## config.mk

```make
export PLATFORM = sky130hd
export DESIGN_NAME = csr_trap_ctrl_flat
export DESIGN_NICKNAME = d
export VERILOG_FILES = /design/src/rtl/csr_trap_ctrl_pkg.sv /design/src/rtl/csr_trap_ctrl_if.sv /design/src/rtl/csr_trap_ctrl.sv /design/src/flat_wrapper.sv
export SDC_FILE = /design/constraint.sdc
export NUM_CORES = 1
export LEC_CHECK = 0
export BUFFER_PORTS_ARGS = -buffer_cell sky130_fd_sc_hd__buf_4
export CAP_MARGIN = 25
export CORE_AREA = 3 3 100 102
export DETAILED_ROUTE_END_ITERATION = 8
export DIE_AREA = 0 0 103 105
export GPL_TIMING_DRIVEN = 1
export PLACE_DENSITY_LB_ADDON = 0.12
export SLEW_MARGIN = 20
export SYNTH_ARGS = -nofsm -noshare
export SYNTH_HDL_FRONTEND = slang
export SYNTH_SLANG_ARGS = --single-unit
```

## constraint.sdc

```tcl
create_clock -name clk -period 3 [get_ports clk]
set_input_delay 0.15 -clock clk [delete_from_list [all_inputs] [get_ports clk]]
set_output_delay 0.15 -clock clk [all_outputs]
set_load 0.03 [all_outputs]
```

## src/rtl/csr_trap_ctrl_pkg.sv

```systemverilog
// csr_trap_ctrl_pkg: CSR addresses, cause codes, mstatus bits and FSM encodings for csr_trap_ctrl
package csr_trap_ctrl_pkg;
  localparam logic [11:0] CSR_MSTATUS  = 12'h300;
  localparam logic [11:0] CSR_MSCRATCH = 12'h340;
  localparam logic [11:0] CSR_MEPC     = 12'h341;
  localparam logic [11:0] CSR_MCAUSE   = 12'h342;
  localparam logic [11:0] CSR_MTVAL    = 12'h343;
  localparam logic [31:0] CAUSE_ECALL   = 32'd11;
  localparam logic [31:0] CAUSE_EBREAK  = 32'd3;
  localparam logic [31:0] CAUSE_EXT_INT = 32'h8000000B;
  localparam int MIE  = 3;
  localparam int MPIE = 7;
  localparam logic [2:0] S_IDLE       = 3'd0;
  localparam logic [2:0] S_WR_MEPC    = 3'd1;
  localparam logic [2:0] S_WR_MCAUSE  = 3'd2;
  localparam logic [2:0] S_WR_MTVAL   = 3'd3;
  localparam logic [2:0] S_WR_MSTATUS = 3'd4;
  localparam logic [2:0] S_MRET_WR    = 3'd5;
  localparam logic [2:0] S_JUMP       = 3'd6;
  typedef struct packed {
    logic        en;
    logic [11:0] addr;
    logic [31:0] data;
  } csr_wr_t;
  function automatic logic [31:0] trap_mstatus(input logic [31:0] s);
    logic [31:0] r;
    r = s;
    r[MPIE] = s[MIE];
    r[MIE] = 1'b0;
    return r;
  endfunction
  function automatic logic [31:0] ret_mstatus(input logic [31:0] s);
    logic [31:0] r;
    r = s;
    r[MIE] = s[MPIE];
    r[MPIE] = 1'b1;
    return r;
  endfunction
endpackage

```

## src/rtl/csr_trap_ctrl_if.sv

```systemverilog
// csr_trap_ctrl_if: execute-stage events, live CSRs, core write request, CSR write port and redirect
interface csr_trap_ctrl_if;
  logic        inst_valid;
  logic [31:0] inst_addr;
  logic        ecall;
  logic        ebreak;
  logic        mret;
  logic        int_req;
  logic        glb_int_en;
  logic [31:0] csr_mtvec;
  logic [31:0] csr_mepc;
  logic [31:0] csr_mstatus;
  logic        core_wren;
  logic [11:0] core_wraddr;
  logic [31:0] core_wrdata;
  logic        wren;
  logic [11:0] wraddr;
  logic [31:0] wrdata;
  logic        hold_req;
  logic        jump_en;
  logic [31:0] jump_addr;
  modport master(
    output inst_valid, inst_addr, ecall, ebreak, mret, int_req, glb_int_en,
    output csr_mtvec, csr_mepc, csr_mstatus, core_wren, core_wraddr, core_wrdata,
    input  wren, wraddr, wrdata, hold_req, jump_en, jump_addr
  );
  modport slave(
    input  inst_valid, inst_addr, ecall, ebreak, mret, int_req, glb_int_en,
    input  csr_mtvec, csr_mepc, csr_mstatus, core_wren, core_wraddr, core_wrdata,
    output wren, wraddr, wrdata, hold_req, jump_en, jump_addr
  );
endinterface

```

## src/rtl/csr_trap_ctrl.sv

```systemverilog
// csr_trap_ctrl: trap/mret sequencer owning the CSR write port; TRAP_MTVAL_EN adds an mtval write step
module csr_trap_ctrl
  import csr_trap_ctrl_pkg::*;
#(
  parameter logic [31:0] RST_PC = 32'h0
) (
  input logic            clk,
  input logic            rst,
  csr_trap_ctrl_if.slave bus
);
  logic [2:0]  state, nxt;
  logic [31:0] epc, cause;
  logic        ret;
  logic        ev_ecall, ev_ebreak, ev_mret, ev_int, trap, idle, jump;
  csr_wr_t     w;
  assign ev_ecall  = bus.inst_valid & bus.ecall;
  assign ev_ebreak = bus.inst_valid & bus.ebreak;
  assign ev_mret   = bus.inst_valid & bus.mret;
  assign ev_int    = bus.inst_valid & bus.int_req & bus.glb_int_en;
  assign trap      = ev_ecall | ev_ebreak | ev_int;
  assign idle      = state == S_IDLE;
  assign jump      = state == S_JUMP;
  always_comb begin
    nxt = S_IDLE;
    case (state)
      S_IDLE:                  nxt = trap ? S_WR_MEPC : ev_mret ? S_MRET_WR : S_IDLE;
      S_WR_MEPC:               nxt = S_WR_MCAUSE;
`ifdef TRAP_MTVAL_EN
      S_WR_MCAUSE:             nxt = S_WR_MTVAL;
      S_WR_MTVAL:              nxt = S_WR_MSTATUS;
`else
      S_WR_MCAUSE:             nxt = S_WR_MSTATUS;
`endif
      S_WR_MSTATUS, S_MRET_WR: nxt = S_JUMP;
      default:                 nxt = S_IDLE;
    endcase
  end
  // An event in IDLE takes the port away from the core in the same cycle
  always_comb begin
    w = '0;
    case (state)
      S_IDLE:       w = (trap | ev_mret) ? '0 : {bus.core_wren, bus.core_wraddr, bus.core_wrdata};
      S_WR_MEPC:    w = {1'b1, CSR_MEPC, epc & ~32'h3};
      S_WR_MCAUSE:  w = {1'b1, CSR_MCAUSE, cause};
`ifdef TRAP_MTVAL_EN
      S_WR_MTVAL:   w = {1'b1, CSR_MTVAL, (cause == CAUSE_EBREAK) ? epc : 32'h0};
`endif
      S_WR_MSTATUS: w = {1'b1, CSR_MSTATUS, trap_mstatus(bus.csr_mstatus)};
      S_MRET_WR:    w = {1'b1, CSR_MSTATUS, ret_mstatus(bus.csr_mstatus)};
      default:      w = '0;
    endcase
  end
  always_ff @(posedge clk) begin
    if (rst) begin
      state <= S_IDLE;
      epc   <= '0;
      cause <= '0;
      ret   <= 1'b0;
    end else begin
      state <= nxt;
      if (idle && trap) begin
        epc   <= bus.inst_addr;
        cause <= ev_ecall ? CAUSE_ECALL : ev_ebreak ? CAUSE_EBREAK : CAUSE_EXT_INT;
        ret   <= 1'b0;
      end else if (idle && ev_mret) begin
        ret   <= 1'b1;
      end
    end
  end
  assign bus.wren      = !rst & w.en;
  assign bus.wraddr    = rst ? '0 : w.addr;
  assign bus.wrdata    = rst ? '0 : w.data;
  assign bus.hold_req  = !rst & (!idle | trap | ev_mret);
  assign bus.jump_en   = !rst & jump;
  assign bus.jump_addr = (!rst && jump) ? (ret ? bus.csr_mepc : bus.csr_mtvec & ~32'h3) : RST_PC;
endmodule
```

## src/flat_wrapper.sv

```systemverilog
// flat-port wrapper written by rule: the top's interface ports become plain ports
module csr_trap_ctrl_flat import csr_trap_ctrl_pkg::*;
#(
  parameter logic [31:0] RST_PC = 32'h0
)
  (clk, rst, bus_inst_valid, bus_inst_addr, bus_ecall, bus_ebreak, bus_mret, bus_int_req, bus_glb_int_en, bus_csr_mtvec, bus_csr_mepc, bus_csr_mstatus, bus_core_wren, bus_core_wraddr, bus_core_wrdata, bus_wren, bus_wraddr, bus_wrdata, bus_hold_req, bus_jump_en, bus_jump_addr);
  csr_trap_ctrl_if bus_i ();
  input logic clk;
  input logic rst;
  input wire logic [$bits(bus_i.inst_valid)-1:0] bus_inst_valid;
  input wire logic [$bits(bus_i.inst_addr)-1:0] bus_inst_addr;
  input wire logic [$bits(bus_i.ecall)-1:0] bus_ecall;
  input wire logic [$bits(bus_i.ebreak)-1:0] bus_ebreak;
  input wire logic [$bits(bus_i.mret)-1:0] bus_mret;
  input wire logic [$bits(bus_i.int_req)-1:0] bus_int_req;
  input wire logic [$bits(bus_i.glb_int_en)-1:0] bus_glb_int_en;
  input wire logic [$bits(bus_i.csr_mtvec)-1:0] bus_csr_mtvec;
  input wire logic [$bits(bus_i.csr_mepc)-1:0] bus_csr_mepc;
  input wire logic [$bits(bus_i.csr_mstatus)-1:0] bus_csr_mstatus;
  input wire logic [$bits(bus_i.core_wren)-1:0] bus_core_wren;
  input wire logic [$bits(bus_i.core_wraddr)-1:0] bus_core_wraddr;
  input wire logic [$bits(bus_i.core_wrdata)-1:0] bus_core_wrdata;
  output wire logic [$bits(bus_i.wren)-1:0] bus_wren;
  output wire logic [$bits(bus_i.wraddr)-1:0] bus_wraddr;
  output wire logic [$bits(bus_i.wrdata)-1:0] bus_wrdata;
  output wire logic [$bits(bus_i.hold_req)-1:0] bus_hold_req;
  output wire logic [$bits(bus_i.jump_en)-1:0] bus_jump_en;
  output wire logic [$bits(bus_i.jump_addr)-1:0] bus_jump_addr;
  assign bus_i.inst_valid = bus_inst_valid;
  assign bus_i.inst_addr = bus_inst_addr;
  assign bus_i.ecall = bus_ecall;
  assign bus_i.ebreak = bus_ebreak;
  assign bus_i.mret = bus_mret;
  assign bus_i.int_req = bus_int_req;
  assign bus_i.glb_int_en = bus_glb_int_en;
  assign bus_i.csr_mtvec = bus_csr_mtvec;
  assign bus_i.csr_mepc = bus_csr_mepc;
  assign bus_i.csr_mstatus = bus_csr_mstatus;
  assign bus_i.core_wren = bus_core_wren;
  assign bus_i.core_wraddr = bus_core_wraddr;
  assign bus_i.core_wrdata = bus_core_wrdata;
  assign bus_wren = bus_i.wren;
  assign bus_wraddr = bus_i.wraddr;
  assign bus_wrdata = bus_i.wrdata;
  assign bus_hold_req = bus_i.hold_req;
  assign bus_jump_en = bus_i.jump_en;
  assign bus_jump_addr = bus_i.jump_addr;
  csr_trap_ctrl #(.RST_PC(RST_PC)) u_core (.clk(clk), .rst(rst), .bus(bus_i));
endmodule
```

# Word-level counts from Yosys, hierarchy flattened
# Cells that the tools add are included.
[op_classes] eq_ne=5 mux=11 bitwise_logic=13 reduce_logical=8
[ops] op="45-bit one-hot mux with 5 select lines" count=1
[ops] op="32-bit 2-to-1 mux" count=5
[ops] op="45-bit 2-to-1 mux" count=1
[ops] op="12-bit 2-to-1 mux" count=1
[ops] op="3-bit one-hot mux with 4 select lines" count=1
[ops] op="3-bit equality test (second input constant)" count=3
[ops] op="1-bit AND" count=8
[ops] op="3-bit 2-to-1 mux" count=2
[ops] op="1-bit OR" count=5
[ops] op="2-bit OR reduction" count=2
[ops] op="3-bit by 1-bit equality test with 1-bit output (second input constant)" count=1
[ops] op="3-bit by 2-bit equality test with 1-bit output (second input constant)" count=1
[ops] op="1-bit logical AND" count=3
[ops] op="3-bit zero test" count=1
[ops] op="1-bit zero test" count=2
[word_totals] reg_bits=68 in_bits=181 output_inout_bits=79 wordCells=41

# Depth between registers and ports, before layout
# Gate-level depths: netlist (run 1).
[logic_depth] ltp_word=7 ltp_mapped=6 depth_no_buf=4

# Worst setup path before layout (run 1)
# No wires, ideal clock.
[synth_path] path_type="input port to output port" start="input port bus_glb_int_en" end="output port bus_wraddr[0]" arrival_time_ns=2.340 setup_slack_ns=0.510 cell_stages=3 path_cell_list="a2111oi_2 o21ai_0 a2111oi_0"
[synth_via] elab_chain_cells=6
[synth_lines] item="start, declared" line_no="flat_wrapper.sv:16" rtl="input wire logic [$bits(bus_i.glb_int_en)-1:0] bus_glb_int_en;"
[synth_lines] item="1-bit AND" line_no="csr_trap_ctrl.sv:19" rtl="assign ev_int = bus.inst_valid & bus.int_req & bus.glb_int_en;"
[synth_lines] item="1-bit OR" line_no="csr_trap_ctrl.sv:20" rtl="assign trap = ev_ecall | ev_ebreak | ev_int;"
[synth_lines] item="1-bit OR" line_no="csr_trap_ctrl.sv:42" rtl="S_IDLE: w = (trap | ev_mret) ? '0 : {bus.core_wren, bus.core_wraddr, bus.core_wrdata};"
[synth_lines] item="45-bit 2-to-1 mux" line_no="csr_trap_ctrl.sv:42"
[synth_lines] item="45-bit one-hot mux with 5 select lines" line_no="csr_trap_ctrl.sv:41" rtl="case (state)"
[synth_lines] item="12-bit 2-to-1 mux" line_no="csr_trap_ctrl.sv:71" rtl="assign bus.wraddr = rst ? '0 : w.addr;"
[synth_lines] item="end, declared" line_no="flat_wrapper.sv:24" rtl="output wire logic [$bits(bus_i.wraddr)-1:0] bus_wraddr;"
# Every way passes these cells.

# Final worst setup path (run 1)
[layout_path] start="register u_core.state[1]" end="output port bus_wrdata[29]"
[layout_via] elab_chain_cells=3
[layout_lines] item="start, declared" line_no="csr_trap_ctrl.sv:11" rtl="logic [2:0] state, nxt;"
[layout_lines] item="start signal, assigned" line_no="csr_trap_ctrl.sv:60" rtl="state <= nxt;"
[layout_lines] item="3-bit equality test (tied with other cells)" line_no="csr_trap_ctrl.sv:41"
[layout_lines] item="45-bit one-hot mux with 5 select lines *" line_no="csr_trap_ctrl.sv:41"
[layout_lines] item="32-bit 2-to-1 mux *" line_no="csr_trap_ctrl.sv:72" rtl="assign bus.wrdata = rst ? '0 : w.data;"
[layout_lines] item="end, declared" line_no="flat_wrapper.sv:25" rtl="output wire logic [$bits(bus_i.wrdata)-1:0] bus_wrdata;"
# Every way passes the cells marked *; elsewhere a longest branch is shown, timed or not.

==> impl_metrics.json, run 1 <==
{
  "status": "complete, no violations",
  "insertedDiodeCount": 0,
  "design_area_um2": 4950,
  "final_cells": 749,
  "synth_largest_area_cell": "dfxtp_1",
  "post-route-period-util_pct": 83.7,
  "ios": 260,
  "cts_hold_buf": 0,
  "portBuffers": 255,
  "timing_hold_violations_final": 0,
  "antenna_found_initial": 0,
  "cts-root-buf": "clkbuf_8",
  "cp_cell_sequence": "or3_1 -> a211oi_4 -> buf_4 -> a22o_1 -> buf_4",
  "die_w_um": 103,
  "synth.distinct_cells": 39,
  "die_area_um2": 10800,
  "max_cap_violations": 0,
  "rsz0062_at_grt": "false",
  "drc": 0,
  "clk_pin_slew_ns": 0.07,
  "ctsResizeCount": 0,
  "gp_congestion": 0.819,
  "place_area_um2": 4870,
  "critPathCaptureType": "output port",
  "tns_ns": 0,
  "cts_buffer_depth": 2,
  "dp.cells": 742,
  "syn-num-nets": 585,
  "p_leak_uw": 0.00235,
  "initial_core_util_pct": 31.9,
  "core_um2": 9200,
  "grt_pass1_wl_um": 16600,
  "worst-path-buf-inv": 2,
  "wl_per_cell_um": 15.0,
  "r2r_setup_slack_ns": 1.01,
  "worstMarginPinSlew_ns": 0.943,
  "reg2reg_depth": 4,
  "yosys-top-cells-count": "nand2_1, mux2i_1, dfxtp_1, nor2_1, o21ai_0",
  "dp_hpwl_um": 8980,
  "viasPerCell": 4.85,
  "wl_um": 11200,
  "avgSynthCellArea_um2": 7.25,
  "hold_end": "u_core.epc[4]",
  "hold_path.class": "in2reg",
  "synthTopCellsByArea": "dfxtp_1, mux2i_1, nand2_1, a22o_1, o21ai_0",
  "crit_cells": 5,
  "drtIter0Drc": 169,
  "cts_tree": "yes",
  "finalCriticalPeriod_ns": 2.51,
  "crit_fanout": 35,
  "power_density_nw_per_um2": 339,
  "cts_setup_buffers": 0,
  "grt_max_degree": 57,
  "hold_path.startpoint": "bus_inst_addr[4]",
  "grt_usage_pct": 19.1,
  "ys_warn_count": 0,
  "setup_viol": 0,
  "critical_path_class": "reg2out",
  "cp.arrival_ns": 2.36,
  "areaGrowthSynthToFinish_pct": 69.0,
  "syn_area_um2": 2930,
  "required_ns": 2.85,
  "startpoint_type": "flip-flop",
  "placementRows": 35,
  "finClkSkew_ns": 0.00857,
  "clkSinkCount": 37,
  "cts_made_buffers": 5,
  "clk_latency_ns": 0.29,
  "cpMostUsedCell": "buf_4",
  "num_vias": 3631,
  "async_flop_share_pct": 0,
  "final_layout_size_suffix_gt1_share_pct": 43.4,
  "ys_ff_latch": 37,
  "synth_top_cell_area_share_pct": 25.3,
  "post-synth-top-count-cell": "nand2_1",
  "synth_edf_count": 0,
  "nFillCells": 905,
  "worst_path_largest_cell_delay_ns": 0.62,
  "regToRegEndpoint": "u_core.epc[16]",
  "first_global_vias": 3423,
  "drv_slew": 0,
  "crit_family": "simple AND/OR/NAND/NOR gates",
  "ir_drop_uv": 175,
  "synthCells": 404,
  "hold_path_depth": 3,
  "grt-ovfl-total": 0,
  "cp_slowest_cell": "or3_1",
  "max_slew_margin_pct": 37.1,
  "yosysSeqAreaShare_pct": 25.3,
  "synth-main-ff-cell": "dfxtp_1",
  "nets": 819,
  "drtPass1Iterations": 4,
  "cts-htree-levels": 2,
  "drtAntennaViolNets": 0,
  "die_h_um": 105,
  "timing.fmax_ghz": 0.398,
  "reg2reg_from": "u_core.state[1]"
}
==> area by class of cell <==
| class | instances | area (um2) | share of cell area [%] |
|---|---|---|---|
| clock inverters | 1 | 8.76 | 0.177 |
| inverters | 6 | 22.5 | 0.455 |
| clock buffers | 6 | 72.6 | 1.47 |
| well taps | 111 | 139 | 2.80 |
| flip-flops and latches | 37 | 743 | 15.0 |
| multi-input cells | 325 | 1990 | 40.2 |
| repair buffers | 263 | 1970 | 39.9 |
==> worst min-delay path, delay by kind of cell <==
kind,cells,cell delay (ns)
buf+inv,1,0.11
simple gates,1,0.04
mux,1,0.05
==> logic make-up (layout without fill, tap and decap cells) <==
group	Yosys count	after routing	synth area share (%)
DFF	37	37	25.3
buffers and inverters	42	276	6.83
and+or+nand+nor	175	175	24.8
muxes	61	61	20.9
AOI/OAI and AO/OA	89	89	22.2
==> layout by cell type (no fill, tap or decap), drive strengths merged <==
cell,synthesis,routed
a211oi,2,2
o211a,4,4
and3,2,2
inv,5,6
or3,1,1
and2,8,8
a21oi,4,4
o2bb2ai,1,1
a31oi,2,2
nor4bb,1,1
o32ai,3,3
nand3,3,3
mux2,1,1
clkinv,1,1
o21ai,34,34
o21a,3,3
nand4,2,2
nor2b,1,1
nor3b,1,1
nor3,3,3
nor2,36,36
a221oi,1,1
clkbuf,24,6
dfxtp,37,37
buf,12,263
o2111ai,1,1
a22o,27,27
a2111o,1,1
nand2,116,116
nor4b,1,1
mux2i,60,60
a32oi,3,3
a2111oi,3,3
==> metrics by stage <==
stage / worst slack, ns / utilization (%) / total power, uW / hold slack [ns]
floorplan: 0.510 / - / 1030 / 0.292
global placement: 0.842 / 53.0 / 1350 / 0.412
detailed placement: 0.801 / 53.0 / 1360 / 0.416
CTS: 0.473 / 53.9 / 1700 / 0.104
global route: 0.364 / 53.9 / 1780 / 0.106
finish: 0.490 / 53.9 / 1680 / 0.111
==> registers in the layout, summed over array words and instances (netlist names) <==
name	cells
u_core.cause	3
u_core.epc	30
u_core.ret	1
u_core.state	3
==> power breakdown <==
group / switching (uW) / total [uW] / internal [uW]
clock network: 178 / 339 / 161
registers: 47.7 / 586 / 538
logic: 384 / 753 / 370
==> routing by layer <==
layer / vias to the layer above / global-route usage, % / wire length (um)
li1: 1878 / - / -
met1: 1606 / 23.7 / 4570
met2: 138 / 33.9 / 5760
met3: 9 / 3.74 / 810
met4: 0 / 3.33 / 80
met5: - / 0 / 0
==> how the worst max path moves through the flow <==
stage,from,to,slack (ns)
5_1_grt,u_core.state[1],bus_wrdata[29],0.36
3_5_place_dp,u_core.state[1],bus_wrdata[29],0.80
6_report,u_core.state[1],bus_wrdata[29],0.49
2_1_floorplan,bus_glb_int_en,bus_wraddr[0],0.51
4_1_cts,u_core.state[1],bus_wrdata[29],0.47
3_3_place_gp,u_core.state[1],bus_wrdata[29],0.84
Power figures use the tool's default switching activity.
==> inputs of run 2 (changes only) <==
CORE_AREA = 3 3 99 101   (was 3 3 100 102)
DIE_AREA = 0 0 102 104   (was 0 0 103 105)
clock period = 2.1 ns   (was 3 ns; I/O delays follow)
==> impl_metrics.json, run 2 (same netlist as run 1, synthesis figures left out) <==
{
  "status": "complete, no violations",
  "wl_um": 11300,
  "core_um2": 9110,
  "cts_hold_buf": 0,
  "required_ns": 2.00,
  "top_register": "u_core.epc",
  "cp_slowest_cell": "dfxtp_2",
  "grt-ovfl-total": 0,
  "setup_ws_ns": 0.137,
  "viasPerCell": 4.93,
  "ir_drop_uv": 273,
  "p_leak_uw": 0.00242,
  "antenna_found_initial": 0,
  "worstMarginPinSlew_ns": 0.488,
  "die_w_um": 102,
  "largest_reg_flops": 30,
  "drc": 0,
  "nFillCells": 853,
  "crit_family": "compound AO/OA/AOI/OAI gates",
  "clk_pin_slew_ns": 0.08,
  "setup_viol": 0,
  "drv_slew": 0,
  "max_cap_violations": 0,
  "drtIter0Drc": 183,
  "power_density_nw_per_um2": 506,
  "rsz0062_at_grt": "false",
  "cts_made_buffers": 5,
  "die_area_um2": 10600,
  "design_area_um2": 5090,
  "crit_cells": 5,
  "wl_per_cell_um": 14.9,
  "nets": 827,
  "place_ws_ns": 0.383,
  "areaGrowthSynthToFinish_pct": 73.7,
  "cts-root-buf": "clkbuf_8",
  "worst_path_largest_cell_delay_ns": 0.38,
  "grt_usage_pct": 19.9,
  "final_layout_size_suffix_gt1_share_pct": 44.5,
  "num_vias": 3736,
  "cp.arrival_ns": 1.86,
  "insertedDiodeCount": 0,
  "gp_congestion": 0.854,
  "timing_hold_violations_final": 0,
  "finalCriticalPeriod_ns": 1.96,
  "final_common_cell": "buf_4",
  "max_slew_margin_pct": 67.3,
  "cts_tree": "yes",
  "hold_path_depth": 3,
  "clk_latency_ns": 0.29,
  "cp_cell_sequence": "or3_1 -> a211oi_4 -> buf_6 -> a22o_1 -> buf_4",
  "timing.fmax_ghz": 0.509,
  "cts_buffer_depth": 2,
  "critical_path_class": "reg2out",
  "reg2reg_depth": 5,
  "grt_max_degree": 61,
  "most-common-layout-cells": "buf_4, nand2_1, mux2i_1",
  "drtAntennaViolNets": 0,
  "dp_hpwl_um": 9140,
  "worst-path-buf-inv": 2,
  "startpoint_type": "flip-flop",
  "die_h_um": 104,
  "critPathCaptureType": "output port",
  "ios": 260,
  "first_global_vias": 3588,
  "finClkSkew_ns": 0.00340,
  "biggestRegsByFlops": "u_core.epc x30, u_core.cause x3, u_core.state x3",
  "crit_fanout": 24,
  "place_area_um2": 4960,
  "placementRows": 35,
  "final_core_util_pct": 55.9,
  "tns_ns": 0,
  "cts-htree-levels": 2,
  "hold_path.class": "in2reg",
  "drtPass1Iterations": 5,
  "grt_pass1_wl_um": 17000,
  "initial_core_util_pct": 32.2,
  "clkSinkCount": 37,
  "portBuffers": 255,
  "post-route-period-util_pct": 93.5
}
[run 2: changes by cell type in the layout (fill, tap and decap cells not counted), moves of 2 or more]
cell,delta
buf_4,+3
buf_12,+2
a2111oi_0,-2
buf_6,+3
a2111oi_1,+2
[run 2: per-layer routing]
layer / GRT usage, % / vias up / share of wire, %
met5: 0 / - / 0
met3: 6.04 / 10 / 9.6
met1: 20.6 / 1669 / 35
met2: 38.1 / 167 / 54
met4: 4.22 / 0 / 1.2
li1: - / 1890 / -
[run 2: stage by stage]
step	power, uW	hold WS [ns]	std cells
3_5_place_dp	1970	0.369	750
3_3_place_gp	1950	0.365	750
5_1_grt	2730	0.0528	758
6_report	2570	0.0647	758
2_1_floorplan	1470	0.247	404
4_1_cts	2600	0.0562	758
[run 2: worst register-to-register path, stage by stage (launching register included)]
cell and delay, ns:
dfxtp_2 0.38, or3_1 0.38, buf_4 0.20, nor3_4 0.22, buf_12 0.24, mux2i_1 0.24
[run 2: what timing repair did]
item	in CTS	in global routing
setup endpoints to repair	0	14
endpoints found under the hold margin	0	0
setup buffers	0	0
gates resized for setup	0	5
[run 2: area by class of cell]
type | count | area (um2) | area share [%]
repair buffers | 271 | 2070 | 40.7
clock inverters | 3 | 46.3 | 0.909
flip-flops and latches | 37 | 743 | 14.6
well taps | 111 | 139 | 2.73
inverters | 6 | 22.5 | 0.442
multi-input cells | 325 | 2000 | 39.3
clock buffers | 5 | 68.8 | 1.35
[run 2: final timing paths]
check / start / endpoint / slack (ns)
min reg2reg: u_core.epc[18] / u_core.epc[18] / 0.46
max reg2reg: u_core.state[2] / u_core.epc[26] / 0.36
min: bus_inst_addr[27] / u_core.epc[27] / 0.06
max: u_core.state[2] / bus_wrdata[18] / 0.14
[run 2: power by group]
part,total [uW],internal (uW),switching (uW)
registers,816,769,47.5
clock network,621,355,266
logic,1140,560,577
total,2570,1680,890
==> inputs of run 3 (changes only) <==
CORE_AREA = 3 3 100 102   (was 3 3 99 101)
DIE_AREA = 0 0 103 105   (was 0 0 102 104)
TNS_END_PERCENT = 30   (was unset)
clock period = 2.5 ns   (was 2.1 ns; I/O delays follow)
==> impl_metrics.json, run 3 (same netlist as run 1, synthesis figures left out) <==
{
  "regArea_um2": 743,
  "top_register": "u_core.epc",
  "most-common-layout-cells": "buf_4, nand2_1, mux2i_1",
  "tns_ns": 0,
  "max_slew_margin_pct": 49.1,
  "cts-root-buf": "clkbuf_8",
  "cts-htree-levels": 2,
  "insertedDiodeCount": 0,
  "nets": 821,
  "timing.fmax_ghz": 0.431,
  "critical_path_class": "reg2out",
  "num_vias": 3654,
  "antenna_found_initial": 0,
  "gp_congestion": 0.869,
  "p_leak_uw": 0.00236,
  "required_ns": 2.38,
  "grt_usage_pct": 19.2,
  "first_global_vias": 3366,
  "reg2reg_from": "u_core.state[1]",
  "die_area_um2": 10800,
  "final_common_cell": "buf_4",
  "die_w_um": 103,
  "critPathCaptureType": "output port",
  "portBuffers": 255,
  "power_density_nw_per_um2": 409,
  "drtIter0Drc": 123,
  "drtPass1Iterations": 4,
  "finClkSkew_ns": 0.00792,
  "nFillCells": 906,
  "worstMarginPinSlew_ns": 0.753,
  "clk_pin_slew_ns": 0.07,
  "clkSinkCount": 37,
  "core_um2": 9200,
  "rsz0062_at_grt": "false",
  "wl_um": 11500,
  "cp.arrival_ns": 2.19,
  "clk_latency_ns": 0.28,
  "drc": 0,
  "cts_buffer_depth": 2,
  "dp_hpwl_um": 9170,
  "cp_slowest_cell": "or3_4",
  "biggestRegsByFlops": "u_core.epc x30, u_core.cause x3, u_core.state x3",
  "initial_core_util_pct": 31.9,
  "largest_reg_flops": 30,
  "grt_pass1_wl_um": 16800,
  "crit_family": "simple AND/OR/NAND/NOR gates",
  "startpoint_type": "flip-flop",
  "cp_cell_sequence": "or3_4 -> a211oi_4 -> buf_4 -> a22o_1 -> buf_4",
  "setup_viol": 0,
  "cts_made_buffers": 5,
  "cts_tree": "yes",
  "hold_path.class": "in2reg",
  "grt_max_degree": 44,
  "startpoint": "u_core.state[1]",
  "hold_path.startpoint": "bus_inst_addr[10]",
  "multi_input_area_um2": 2000,
  "viasPerCell": 4.87,
  "finalCriticalPeriod_ns": 2.32,
  "cpMostUsedCell": "buf_4",
  "worst_path_largest_cell_delay_ns": 0.53,
  "power.total_uw": 2040,
  "die_h_um": 105,
  "ir_drop_uv": 300,
  "final_layout_size_suffix_gt1_share_pct": 43.9,
  "drtAntennaViolNets": 0,
  "areaGrowthSynthToFinish_pct": 70.0,
  "crit_fanout": 35,
  "post-route-period-util_pct": 92.7,
  "worst-path-buf-inv": 2,
  "max_cap_violations": 0,
  "status": "complete, no violations",
  "placementRows": 35,
  "timing_hold_violations_final": 0,
  "cts_setup_buffers": 0,
  "ios": 260,
  "drv_slew": 0,
  "grt-ovfl-total": 0,
  "wl_per_cell_um": 15.3
}
## run 3: power breakdown
group / switching [uW] / total, uW / internal [uW] / leakage [uW]
logic: 473 / 922 / 449 / 0.00201
clock network: 202 / 420 / 218 / 0.0000433
registers: 49.9 / 696 / 646 / 0.000304
total: 725 / 2040 / 1310 / 0.00236
## run 3: path summary, 6_finish.rpt
kind,endpoint,cells after the start,slack (ns)
max,bus_wrdata[29],5,0.18
min,u_core.epc[10],3,0.09
max reg2reg,u_core.epc[20],4,0.66
min reg2reg,u_core.epc[30],2,0.46
## run 3: layout make-up
type,instances,share of cell area [%]
clock buffer,6,1.66
clock inverter,1,0.151
multi-input combinational,325,40.1
sequential,37,14.9
inverter,6,0.452
timing repair buffer,265,39.9
tap,111,2.79
## run 3: stage by stage
| stage | cells | setup WS [ns] | utilization (%) | area [um2] | hold slack (ns) |
|---|---|---|---|---|---|
| after floorplan | 404 | 0.0605 | - | 2930 | 0.267 |
| after global placement | 744 | 0.414 | 53.1 | 4890 | 0.386 |
| after detailed placement | 744 | 0.367 | 53.1 | 4890 | 0.391 |
| after CTS | 751 | 0.0474 | 54.1 | 4980 | 0.0787 |
| after global routing | 751 | 0.102 | 54.2 | 4980 | 0.0761 |
| final | 751 | 0.182 | 54.2 | 4980 | 0.0861 |
## run 3: repair_timing
| item | CTS | global route |
|---|---|---|
| endpoints found under the setup margin | 0 | 35 |
| resized for setup | 0 | 1 |
| hold buffers | 0 | 0 |
## run 3: worst register-to-register path: stages (launching register included)
cell     delay [ns]
dfxtp_1        0.45
or3_4          0.53
nor3_4         0.21
buf_4          0.33
mux2i_1        0.26
## run 3: per-layer routing
layer	wire (um)	vias up	track usage (%)
met2	5840	129	33.8
li1	-	1876	-
met3	723	13	3.47
met5	0	-	0
met1	4780	1636	24.1
met4	133	0	4.16
